==> config.mk <==
export PLATFORM = sky130hd
export DESIGN_NAME = midi_gate_ctrl
export DESIGN_NICKNAME = d
export VERILOG_FILES = /design/src/rtl/midi_gate_ctrl_pkg.sv /design/src/rtl/midi_gate_ctrl_note_stack.sv /design/src/rtl/midi_gate_ctrl.sv
export SDC_FILE = /design/constraint.sdc
export NUM_CORES = 1
export LEC_CHECK = 0
export CAP_MARGIN = 40
export CORE_MARGIN = 2
export CORE_UTILIZATION = 60
export DETAILED_ROUTE_END_ITERATION = 12
export GPL_ROUTABILITY_DRIVEN = 0
export HOLD_SLACK_MARGIN = 0.06
export PLACE_DENSITY_LB_ADDON = 0.3
export SLEW_MARGIN = 20
export SYNTH_ARGS = -nofsm -noshare
export SYNTH_HDL_FRONTEND = slang
export SYNTH_SLANG_ARGS = --single-unit
==> constraint.sdc <==
create_clock -name CLK -period 9.7 [get_ports CLK]
set_clock_uncertainty 0.05 [all_clocks]
set_input_delay 1.94 -clock CLK [delete_from_list [all_inputs] [get_ports CLK]]
set_output_delay 1.94 -clock CLK [all_outputs]
set_load 0.05 [all_outputs]
==> src/rtl/midi_gate_ctrl_pkg.sv <==
// Shared definitions for the MIDI key-gate controller.
//   - MIDI status nibbles and the All-Notes-Off controller number
//   - midi_state_t : running-status parser states
//   - note_evt_t   : decoded event handed from the parser to the note stack
package synth_pkg;

  localparam logic [3:0] NOTE_OFF      = 4'h8;
  localparam logic [3:0] NOTE_ON       = 4'h9;
  localparam logic [3:0] CC            = 4'hB;
  localparam logic [3:0] PROG_CHANGE   = 4'hC;
  localparam logic [3:0] CHAN_PRESSURE = 4'hD;
  localparam logic [6:0] ALL_NOTES_OFF = 7'd123;

  typedef enum logic [1:0] {
    NO_STATUS = 2'd0,
    WAIT_D1   = 2'd1,
    WAIT_D2   = 2'd2
  } midi_state_t;

  typedef enum logic [1:0] {
    OP_NONE   = 2'd0,
    OP_PUSH   = 2'd1,
    OP_REMOVE = 2'd2,
    OP_CLEAR  = 2'd3
  } note_op_t;

  typedef struct packed {
    note_op_t   op;
    logic [6:0] note;
    logic [6:0] vel;
  } note_evt_t;

  // Program Change and Channel Pressure carry a single data byte.
  function automatic logic one_data_byte(input logic [3:0] kind);
    return (kind == PROG_CHANGE) || (kind == CHAN_PRESSURE);
  endfunction

endpackage

==> src/rtl/midi_gate_ctrl_note_stack.sv <==
// Held-note stack with last-note priority.
// Entry 0 is the oldest held note, entry count-1 is the top (most recent).
// Ports:
//   CLK, RESET  : clock, synchronous active-high reset (stack empty)
//   evt_op      : operation to apply this cycle (at most one per cycle)
//   evt_note    : note number for PUSH / REMOVE
//   top         : note at the top of the stack (0 when empty)
//   empty       : stack holds no notes
//   overflow    : one-cycle strobe after a PUSH evicted the oldest entry
module midi_note_stack
  import synth_pkg::*;
#(
  parameter int STACK_DEPTH = 8
) (
  input  logic       CLK,
  input  logic       RESET,
  input  note_op_t   evt_op,
  input  logic [6:0] evt_note,
  output logic [6:0] top,
  output logic       empty,
  output logic       overflow
);

  localparam int CW = $clog2(STACK_DEPTH + 1);

  logic [6:0]    arr_q [STACK_DEPTH];
  logic [6:0]    arr_d [STACK_DEPTH];
  logic [CW-1:0] count_q, count_d;
  logic          hit;
  logic [CW-1:0] hit_idx;
  logic          evict;
  logic          overflow_q;

  always_comb begin
    arr_d   = arr_q;
    count_d = count_q;
    hit     = 1'b0;
    hit_idx = '0;
    evict   = 1'b0;

    // PUSH and REMOVE both start by taking the note out if it is held,
    // so a re-pressed note moves to the top instead of appearing twice.
    if (evt_op == OP_PUSH || evt_op == OP_REMOVE) begin
      for (int i = 0; i < STACK_DEPTH; i++) begin
        if (!hit && (CW'(i) < count_q) && (arr_q[i] == evt_note)) begin
          hit     = 1'b1;
          hit_idx = CW'(i);
        end
      end
      if (hit) begin
        for (int i = 0; i < STACK_DEPTH - 1; i++) begin
          if (CW'(i) >= hit_idx) arr_d[i] = arr_q[i+1];
        end
        count_d = count_q - CW'(1);
      end
    end

    if (evt_op == OP_PUSH) begin
      if (count_d == CW'(STACK_DEPTH)) begin
        // Full: shift everything down one slot, dropping the oldest.
        evict = 1'b1;
        for (int i = 0; i < STACK_DEPTH - 1; i++) arr_d[i] = arr_d[i+1];
        arr_d[STACK_DEPTH-1] = evt_note;
      end else begin
        for (int i = 0; i < STACK_DEPTH; i++) begin
          if (CW'(i) == count_d) arr_d[i] = evt_note;
        end
        count_d = count_d + CW'(1);
      end
    end

    if (evt_op == OP_CLEAR) count_d = '0;
  end

  always_ff @(posedge CLK) begin
    if (RESET) begin
      for (int i = 0; i < STACK_DEPTH; i++) arr_q[i] <= '0;
      count_q    <= '0;
      overflow_q <= 1'b0;
    end else begin
      arr_q      <= arr_d;
      count_q    <= count_d;
      overflow_q <= evict;
    end
  end

  always_comb begin
    top = '0;
    for (int i = 0; i < STACK_DEPTH; i++) begin
      if (CW'(i + 1) == count_q) top = arr_q[i];
    end
  end

  assign empty    = (count_q == '0);
  assign overflow = overflow_q;

endmodule

==> src/rtl/midi_gate_ctrl.sv <==
// MIDI key-gate source for one monophonic ADSR voice.
// Parses a running-status MIDI byte stream, keeps a last-note-priority
// held-note stack and drives the envelope gate. A new note while the gate
// is high forces a RETRIG_CYCLES low gap so the envelope restarts Attack.
// Ports:
//   CLK, RESET     : clock, synchronous active-high reset
//   byte_valid     : byte_data valid this cycle (no backpressure)
//   byte_data      : received MIDI byte
//   key_gate       : gate to the ADSR key input
//   note           : note at the stack top; holds the last value once empty
//   velocity       : velocity of the most recent accepted note-on
//   note_on_pulse  : one-cycle strobe when a note-on lands on the stack top
//   stack_overflow : one-cycle strobe when a push evicted the oldest note
// Timing: the final byte of a message is decoded into evt_q on edge k, the
// stack/counter update on edge k+1, outputs are valid after edge k+1.
// Handshake: byte_data is consumed on every edge where byte_valid is high;
// there is no ready, so the parser accepts one byte per cycle unconditionally.
module midi_gate_ctrl
  import synth_pkg::*;
#(
  parameter int CHANNEL       = 0,
  parameter int STACK_DEPTH   = 8,
  parameter int RETRIG_CYCLES = 1
) (
  input  logic       CLK,
  input  logic       RESET,
  input  logic       byte_valid,
  input  logic [7:0] byte_data,
  output logic       key_gate,
  output logic [6:0] note,
  output logic [6:0] velocity,
  output logic       note_on_pulse,
  output logic       stack_overflow
);

  localparam int RW = (RETRIG_CYCLES > 0) ? $clog2(RETRIG_CYCLES + 1) : 1;

  // ---------------- parser ----------------
  midi_state_t parser_state, state_d;
  logic [7:0]  status_q, status_d;
  logic [6:0]  d1_q, d1_d;
  note_evt_t   evt_q, evt_d;
  logic [3:0]  kind;
  logic        chan_ok;

  assign kind    = status_q[7:4];
  assign chan_ok = (status_q[3:0] == 4'(CHANNEL));

  always_ff @(posedge CLK) begin
    if (RESET) begin
      parser_state <= NO_STATUS;
      status_q     <= '0;
      d1_q         <= '0;
      evt_q        <= '{op: OP_NONE, note: '0, vel: '0};
    end else begin
      parser_state <= state_d;
      status_q     <= status_d;
      d1_q         <= d1_d;
      evt_q        <= evt_d;
    end
  end

  always_comb begin
    state_d  = parser_state;
    status_d = status_q;
    d1_d     = d1_q;
    evt_d    = '{op: OP_NONE, note: '0, vel: '0};

    // 0xF8-0xFF realtime bytes fall through untouched, even mid-message.
    if (byte_valid && byte_data < 8'hF8) begin
      if (byte_data >= 8'hF0) begin
        state_d = NO_STATUS;
      end else if (byte_data[7]) begin
        status_d = byte_data;
        state_d  = WAIT_D1;
      end else begin
        case (parser_state)
          WAIT_D1: begin
            // Single-data-byte messages complete here and are ignored.
            if (!one_data_byte(kind)) begin
              d1_d    = byte_data[6:0];
              state_d = WAIT_D2;
            end
          end
          WAIT_D2: begin
            state_d = WAIT_D1;
            if (chan_ok) begin
              if (kind == NOTE_ON && byte_data[6:0] != 7'd0)
                evt_d = '{op: OP_PUSH, note: d1_q, vel: byte_data[6:0]};
              else if (kind == NOTE_ON || kind == NOTE_OFF)
                evt_d = '{op: OP_REMOVE, note: d1_q, vel: byte_data[6:0]};
              else if (kind == CC && d1_q == ALL_NOTES_OFF)
                evt_d = '{op: OP_CLEAR, note: d1_q, vel: byte_data[6:0]};
            end
          end
          default: ;
        endcase
      end
    end
  end

  // ---------------- stack ----------------
  logic [6:0] stack_top;
  logic       stack_empty;

  midi_note_stack #(.STACK_DEPTH(STACK_DEPTH)) u_stack (
    .CLK      (CLK),
    .RESET    (RESET),
    .evt_op   (evt_q.op),
    .evt_note (evt_q.note),
    .top      (stack_top),
    .empty    (stack_empty),
    .overflow (stack_overflow)
  );

  // ---------------- outputs / retrigger ----------------
  logic [RW-1:0] retrig_q;
  logic [6:0]    last_note_q;
  logic [6:0]    velocity_q;
  logic          pulse_q;

  always_ff @(posedge CLK) begin
    if (RESET) begin
      retrig_q    <= '0;
      last_note_q <= '0;
      velocity_q  <= '0;
      pulse_q     <= 1'b0;
    end else begin
      pulse_q <= (evt_q.op == OP_PUSH);
      if (evt_q.op == OP_PUSH) velocity_q <= evt_q.vel;
      if (!stack_empty) last_note_q <= stack_top;

      // A push while sounding (or already in a gap) opens/extends the gap.
      // An empty stack clears the counter; an emptied stack can only see
      // its next push at least two cycles later, after this clear.
      if (evt_q.op == OP_PUSH && (key_gate || retrig_q != '0))
        retrig_q <= RW'(RETRIG_CYCLES);
      else if (stack_empty)
        retrig_q <= '0;
      else if (retrig_q != '0)
        retrig_q <= retrig_q - RW'(1);
    end
  end

  assign key_gate      = !stack_empty && (retrig_q == '0);
  assign note          = stack_empty ? last_note_q : stack_top;
  assign velocity      = velocity_q;
  assign note_on_pulse = pulse_q;

endmodule

# ---- After elaboration in Yosys (flattened, before gate mapping)
# Index checks and enable logic that the tools add are counted.
dict set report totals {
  register_bits 110
  latch_bits 0
  ramBits 0
  rom_bits 0
  inputBits 11
  output_inout_bits 17
  elab_cells 198
  memories 0
}
dict set report classes {
  add_sub_neg 3
  n_mul 0
  n_div 0
  magnitude_cmp 17
  n_eq_ne 36
  shift 0
  muxes 67
  bitwise 8
  n_reduce_logical 46
}
# op n
set ops {}
lappend ops {{$mux 7} 24}
lappend ops {{$mux 56} 2}
lappend ops {{$mux 49} 2}
lappend ops {{$eq 7x7->1} 8}
lappend ops {{$eq 3x4->1 const A} 8}
lappend ops {{$mux 16} 2}
lappend ops {{$eq 4x4->1 const B} 6}
lappend ops {{$mux 1} 21}
lappend ops {{$logic_and 1x1->1} 20}
lappend ops {{$mux 4} 5}
lappend ops {{$eq 2x4->1 const A} 4}
lappend ops {{$lt 3x4->1 const A} 4}
lappend ops {{$mux 15} 1}
lappend ops {{$ge 3x4->1 const A} 3}
lappend ops {{$logic_not 4->1} 3}
lappend ops {{$mux 3} 4}
lappend ops {{$mux 2} 5}
lappend ops {{$eq 1x4->1 const A} 2}
lappend ops {{$ge 1x4->1 const A} 2}
lappend ops {{$ge 2x4->1 const A} 2}
lappend ops {{$ge 8x8->1 const B} 1}
lappend ops {{$logic_not 1->1} 8}
lappend ops {{$lt 1x4->1 const A} 2}
lappend ops {{$lt 2x4->1 const A} 2}
lappend ops {{other kinds (21)} 36}

# ---- Depth between registers and ports, before layout
dict set report logic_depth {
  depth_word 46
  depth_mapped 17
  depth_no_buf 16
}

# ---- Hierarchy
# From an unflattened synthesis, not the netlist that was laid out.
dict set report unflattened {
  hier_cells 818
  area_unflattened_um2 6982.9
}
# module n_inst cells_per_inst area_per_inst_um2 seq_area_each_um2
set modules_own_cells {}
lappend modules_own_cells {midi_note_stack 1 629 5142.4 1221.2}
lappend modules_own_cells {midi_gate_ctrl 1 189 1840.5 980.9}

# ---- Least setup slack after synthesis
# No wires, ideal clock.
dict set report synth_path {
  kind {register to output}
  startpoint {reg u_stack.count_q[0]}
  endpoint {out note[3]}
  arrival_ps 2217
  required_ps 7710
  path_slack_ps 5493
  path_stages_with_launch 12
  path_buffers 1
  cell_sequence {dfxtp_1 -> inv_1 -> ha_1 -> clkbuf_1 -> and3b_1 -> a21oi_1 -> o21ai_0 -> a22oi_1 -> o21ai_0 -> mux2i_1 -> a21oi_1 -> o21a_1}
}
dict set report synth_between {
  elab_chain_len 10
  word_cells_on_any_way 18
  cone_classes {eq/ne (8); mux (9); reduce/logical (1)}
}
# element line_no
set synth_rtl {}
lappend synth_rtl {{start: declaration} midi_gate_ctrl_note_stack.sv:28} ;# logic [CW-1:0] count_q, count_d;
lappend synth_rtl {{start signal: assignment} midi_gate_ctrl_note_stack.sv:82} ;# count_q <= count_d;
lappend synth_rtl {{$eq 1x4->1} midi_gate_ctrl_note_stack.sv:90} ;# if (CW'(i + 1) == count_q) top = arr_q[i];
lappend synth_rtl {{$mux 7 (8 in series)} midi_gate_ctrl_note_stack.sv:90}
lappend synth_rtl {{$mux 7 (*)} --}
lappend synth_rtl {{end: declaration} midi_gate_ctrl.sv:30} ;# output logic [6:0] note,
# Mark *: on every way between the ends. The rest lies on a longest branch, timed or not.

# ---- Worst setup path after layout
dict set report layout_path {
  startpoint {reg u_stack.count_q[0]}
  endpoint {out note[5]}
}
# The elaborated chain is that of the path after synthesis.

==> impl_metrics.yaml <==
yosys:
  ys_seq_area_share_pct: 32.03
  synth_nets: 811
  synth.distinct_cells: 61
  synth_ff_type: "dfxtp_1"
  ys_ff_latch: 110
  avgSynthCellArea_um2: 8.747
  synth_edf_count: 0
  yosysWarnings: 0
  async_flop_share_pct: 0
  syn-instance-count: 786
  syn_area_um2: 6875
routing:
  routedWlPerCell_um: 21.17
  routed_via_density: 6.596
  drt_iter0_drc: 849
  ant_nets: 0
  drt-total-wl_mm: 19.84
  first_pass_iters: 7
  vias: 6180
  drc: 0
worst_setup_path:
  cp_data_required_time_ns: 7.71
  critPathLaunchType: "flop"
  critPathKind: "reg -> out"
  worst-path-stages: 11
  worstPathMaxFanout: 15
  slowest_delay_ns: 0.70
  crit_buf_inv: 2
  worst_path_max_delay_cell: "clkdlybuf4s50_1"
  r2r_cells: 15
  end_kind: "output pin"
  crit_family: "compound AO/OA/AOI/OAI gates"
  cp.arrival_ns: 3.81
  cp_cell_sequence: "inv_1 -> ha_1 -> and3b_1 -> a21oi_1 -> o21ai_0 -> a22oi_1 -> o21ai_0 -> mux2i_1 -> a21oi_1 -> o21a_1 -> clkdlybuf4s50_1"
finish:
  drive_gt1_share_pct: 9.320
  antenna_cells: 0
  area_growth_pct: 9.427
  nets: 814
clock_network:
  cts_tree: "done"
  cts.reportedPaths.clkPinSlew_ns: 0.08
  cts_max_path_buffers: 2
  cts_root_buffer: "clkbuf_16"
  clock_latency_ns: 0.36
  cts.sinks: 110
  cts_setup_buffers: 0
  ctsHtreeMaxLevel: 3
  cts_resized: 0
  cts_buffers: 9
  cts_hold_buffers: 0
global_route:
  gr-total-overflow: 0
  grt_util_all_layers_pct: 32.24
  grt_antenna_before_repair: 0
  grt_pass1_wl_mm: 31.77
  grt_max_degree: 58
  grt_pass1_vias: 6016
timing:
  setup_viol: 0
  slew_violations: 0
  period_share_pct: 59.80
  tightest_slew_ns: 0.9093
  hold_viol: 0
  relSlewSlack_pct: 39.30
  finalCriticalPeriod_ns: 5.800
  fmax_ghz: 0.1724
  rsz0062_at_grt: "no"
  timing.hold.ws_ns: 0.4133
  setup_tns_ns: 0
power:
  p_leak_nw: 3.032
  switching_share_pct: 25.58
  sequentialPowerShare_pct: 51.7
  power_frac_clock_pct: 41.6
  p_int_w: 0.0006585
  combPwrFrac_pct: 6.8
  p_per_area_nw_per_um2: 117.6
  p_switching_w: 0.0002263
  total_power_w: 0.0008849
  ir_drop_mv: 0.1586
floorplan:
  io_pins: 28
  dieArea_um2: 12330
  die_w_um: 111.0
  fp.coreArea_um2: 11320
  start_util_pct: 60.73
  rows: 39
  die_y_um: 111.0
min_path:
  whs_path_depth: 2
  min_path_type: "reg -> reg"
place:
  io_buffer_count: 27
  hpwl_mm: 13.64
flow_run:
  max_cap_viol_count: 0
status:
  outcome: "finished clean"
[cell families (layout without fill, tap and decap cells)]
group,after synthesis,after routing,synth area share (%)
AOI/OAI and AO/OA,158,158,16.42
xor gates and xnor gates,59,59,7.516
DFF,110,110,32.03
buffers and inverters,75,83,4.622
adders and majority gates,14,14,2.548
muxes,124,124,18.58
and+or+nand+nor,246,246,18.29
[power by group through the flow]
| stage | clock [W] | combinational [W] | sequential (W) |
|---|---|---|---|
| global placement | 0 | 0.0000544 | 0.000468 |
| global route | 0.000391 | 0.0000640 | 0.000458 |
| floorplan | 0 | 0.0000410 | 0.000466 |
| detailed placement | 0 | 0.0000563 | 0.000469 |
| finish | 0.000368 | 0.0000600 | 0.000457 |
| CTS | 0.000372 | 0.0000567 | 0.000458 |
[area by class of cell]
type                            count  area, um^2
Clock inverter                      6       60.06
Clock buffer                       10       229.0
Timing Repair Buffer               44       411.6
Sequential cell                   110        2202
Fill cell                         934        3797
Tap cell                          143       178.9
Inverter                           23       86.33
Multi-Input combinational cell    601        4355
[path summary, 6_finish.rpt]
check / slack, ns / end / from
max: 3.90 / note[5] / u_stack.count_q[0]
min: 0.41 / evt_q[9] / d1_q[2]
max reg2reg: 4.10 / u_stack.arr_q[21] / u_stack.count_q[0]
min reg2reg: 0.41 / evt_q[9] / d1_q[2]
[cells in the mapped netlist, drive strengths merged, types with 12 or more instances]
| cell | n | area share, % |
|---|---|---|
| dfxtp | 110 | 32 |
| mux2i | 95 | 14 |
| nor2 | 73 | 4.2 |
| nand2 | 63 | 3.4 |
| and2 | 32 | 2.9 |
| clkbuf | 32 | 1.8 |
| xor2 | 31 | 3.9 |
| a21oi | 29 | 2.1 |
| mux2 | 29 | 4.7 |
| xnor2 | 28 | 3.6 |
| o21ai | 25 | 1.9 |
| inv | 23 | 1.3 |
| buf | 20 | 1.6 |
| a211oi | 15 | 1.6 |
| nand3 | 15 | 1.1 |
| o22ai | 15 | 1.4 |
| a22oi | 14 | 1.5 |
| ha | 14 | 2.5 |
| o221ai | 13 | 1.7 |
| nor2b | 12 | 1.2 |
| nor4 | 12 | 1.1 |
[metrics by stage]
step           cells  utilization (%)  area (um^2)  setup slack (ns)
3_3_place_gp     909            62.94         7126             4.507
2_1_floorplan    786                -         6875             5.493
5_1_grt          937            66.46         7523             3.703
4_1_cts          928            65.67         7435             4.010
6_report         937            66.46         7523             3.900
3_5_place_dp     912            63.12         7146             4.287
[worst reg2reg max path, cell delays in order, from the launching register on]
cell and delay (ns):
dfxtp_1 0.39, inv_1 0.22, ha_1 0.24, nor2b_4 0.34, and2b_1 0.25, nor4_1 0.11
or4b_4 0.58, o21a_1 0.41, nor2_1 0.32, mux2i_1 0.43, ha_1 0.26, inv_1 0.09
a311oi_4 0.74, o211ai_2 0.57, inv_1 0.35, a221o_1 0.21
[sequential cells by signal (all words and copies together), names as in the netlist]
signal and flops:
u_stack.arr_q 56, evt_q 16, status_q 8, d1_q 7, last_note_q 7, velocity 7, u_stack.count_q 4, parser_state 2
note_on_pulse 1, retrig_q 1, u_stack.overflow 1
[layout by cell type, fill, tap and decap left out, drive strengths merged, types with 4 or more instances in the layout]
master / n
o21a: 10
nor2b: 12
o32ai: 7
and2: 32
ha: 14
xnor2: 28
nor3: 4
and3b: 7
nor4: 12
and4: 4
mux2i: 95
nand4: 10
mux2: 29
xor2: 31
a211oi: 15
nand3: 15
o21ai: 25
inv: 27
o22a: 8
nand2: 63
a21oi: 29
clkbuf: 11
a22oi: 14
nor2: 73
buf: 17
a221o: 6
dfxtp: 110
clkdlybuf4s50: 26
o221ai: 13
o22ai: 15
[per-layer routing]
layer,up-vias,track usage [%],routed length [um]
met1,2906,42.93,8159
met2,375,49.00,8803
met3,77,7.217,1975
met5,-,0,0
li1,2822,-,-
met4,0,17.12,900
No activity file was read; power rests on OpenSTA's default activity.
==> RTL change: new RTL, same settings <==
`STACK_DEPTH` is set to 8 in 2 places; all go to 4.
--- a/src/rtl/midi_gate_ctrl_note_stack.sv
+++ b/src/rtl/midi_gate_ctrl_note_stack.sv
@@ -10,7 +10,7 @@
 module midi_note_stack
   import synth_pkg::*;
 #(
-  parameter int STACK_DEPTH = 8
+  parameter int STACK_DEPTH = 4
 ) (
   input  logic       CLK,
   input  logic       RESET,
--- a/src/rtl/midi_gate_ctrl.sv
+++ b/src/rtl/midi_gate_ctrl.sv
@@ -19,7 +19,7 @@
   import synth_pkg::*;
 #(
   parameter int CHANNEL       = 0,
-  parameter int STACK_DEPTH   = 8,
+  parameter int STACK_DEPTH   = 4,
   parameter int RETRIG_CYCLES = 1
 ) (
   input  logic       CLK,
Behaviour: no difference found for any inputs over 4 cycles, from zero or initial values and one cycle with RESET high; that may be too few to reach the edited logic, so the function may still have changed.
==> RTL change against the unedited design <==
Die area down 33%. Cell area is 33% lower. Wire length down 49%. Worst setup slack better by 590 ps. Power down 25%. Global-route usage is 7.3 points lower. Sequential cell count fell by 29. First-iteration DRC count is 66% lower. Synthesized area down 34%. Final cell count decreased by 36%. Critical endpoint is now note[2]. Largest cell class unchanged. Largest power group unchanged.
==> RTL change: results <==
export IMPL_status="finished, final reports clean"
export IMPL_slew_headroom_pct=46.5
export IMPL_cts_root_buf="clkbuf_8"
export IMPL_syn_num_nets=501
export IMPL_io_buffer_count=27
export IMPL_nFillCells=539
export IMPL_vias_per_cell=5.96
export IMPL_critPathMaxFanout=10
export IMPL_worstPathArrival_ps=3220
export IMPL_drtIter0Drc=287
export IMPL_yosysUniqueCellTypes=61
export IMPL_place_hpwl_um=7210
export IMPL_synth_commonest_cells="81 x dfxtp_1, 53 x nor2_1, 49 x mux2i_1"
export IMPL_p_leak_nw=1.76
export IMPL_peakVddDrop_v=0.000143
export IMPL_antenna_found_initial=0
export IMPL_pre_cts_slack_ps=4930
export IMPL_synth_area_leaders="dfxtp_1 36%, mux2i_1 11%, nor2_1 4.4%"
export IMPL_seq_area_frac_synth_pct=35.9
export IMPL_grt_max_degree=74
export IMPL_numCtsBuffers=9
export IMPL_path_clk_slew_ps=90
export IMPL_final_max_slew_violation_count=0
export IMPL_grt_usage_pct=25.0
export IMPL_drt_pass1_iterations=6
export IMPL_yosys_most_used_dff="dfxtp_1"
export IMPL_async_flop_share_pct=0
export IMPL_fin_nets=514
export IMPL_cts_max_path_buffers=2
export IMPL_wl_per_cell_um=17.1
export IMPL_diodes=0
export IMPL_drive_gt1_share_pct=12.8
export IMPL_reg_largest_list="u_stack.arr_q (28), evt_q (16), status_q (8)"
export IMPL_clk_latency_ps=350
export IMPL_synth_warnings=0
export IMPL_postCtsResizedCells=0
export IMPL_hold_path_class="reg2reg"
export IMPL_switchingPower_w=0.000149
export IMPL_grt_pass1_wl_um=16600
export IMPL_grt_pass1_vias=3424
export IMPL_cts_setup_buffers=0
export IMPL_largest_register="u_stack.arr_q"
export IMPL_htreeDepth=3
export IMPL_place_area_mm2=0.00477
## RTL change: cells by family after synthesis
group | count (synthesis) | synth area share (%)
AO/OA/AOI/OAI | 89 | 16.9
XOR/XNOR | 31 | 6.18
adder cells (fa/ha/maj) | 8 | 2.22
buffers and inverters | 54 | 5.84
flip-flops | 81 | 35.9
multiplexers | 64 | 14.8
AND/OR/NAND/NOR | 155 | 18.1
## RTL change: metal layers
metal | vias up | track usage, % | wire [um]
met5 | - | 0 | 0
met4 | 0 | 10.9 | 290
met3 | 33 | 4.01 | 554
met2 | 131 | 43.3 | 5100
met1 | 1689 | 30.5 | 4270
li1 | 1716 | - | -
## RTL change: metrics by stage
step                hold WS, ps  std cells
floorplan                   391        482
global placement            404        580
detailed placement          409        582
CTS                         434        598
global route                458        599
finish                      427        599
## RTL change: worst max-delay path, stage by stage (launching register included)
cell and delay, ps:
dfxtp_1 550, inv_1 230, ha_1 250, nor2_1 370, a22oi_1 130, a21oi_1 180
nor2_1 50, a21oi_1 250, clkdlybuf4s50_1 860
## RTL change: area by class of cell
class                      count  area (um2)  share of cell area [%]
inverter                      24        90.1                    1.79
clock inverter                 6         115                    2.29
multi-input combinational    347        2630                    52.4
tap                           99         124                    2.47
timing repair buffer          32         310                    6.18
sequential                    81        1620                    32.3
clock buffer                  10         128                    2.54
## RTL change: final timing paths
kind / end / slack (ps) / cells after the start / startpoint
min: velocity[6]$_SDFFE_PP0P_ / 430 / 2 / evt_q[6]$_SDFF_PP0_
max reg2reg: u_stack.arr_q[27]$_SDFF_PP0_ / 6310 / 8 / evt_q[12]$_SDFF_PP0_
min reg2reg: velocity[6]$_SDFFE_PP0P_ / 430 / 2 / evt_q[6]$_SDFF_PP0_
max: note[2] / 4490 / 8 / u_stack.count_q[0]$_SDFF_PP0_
## RTL change: power by group through the flow
| stage | Clock [W] | Sequential, W | Combinational (W) |
|---|---|---|---|
| finish | 0.000304 | 0.000338 | 0.0000257 |
| global route | 0.000321 | 0.000338 | 0.0000278 |
| CTS | 0.000305 | 0.000338 | 0.0000255 |
| detailed placement | 0 | 0.000345 | 0.0000251 |
| global placement | 0 | 0.000345 | 0.0000242 |
| floorplan | 0 | 0.000345 | 0.0000160 |
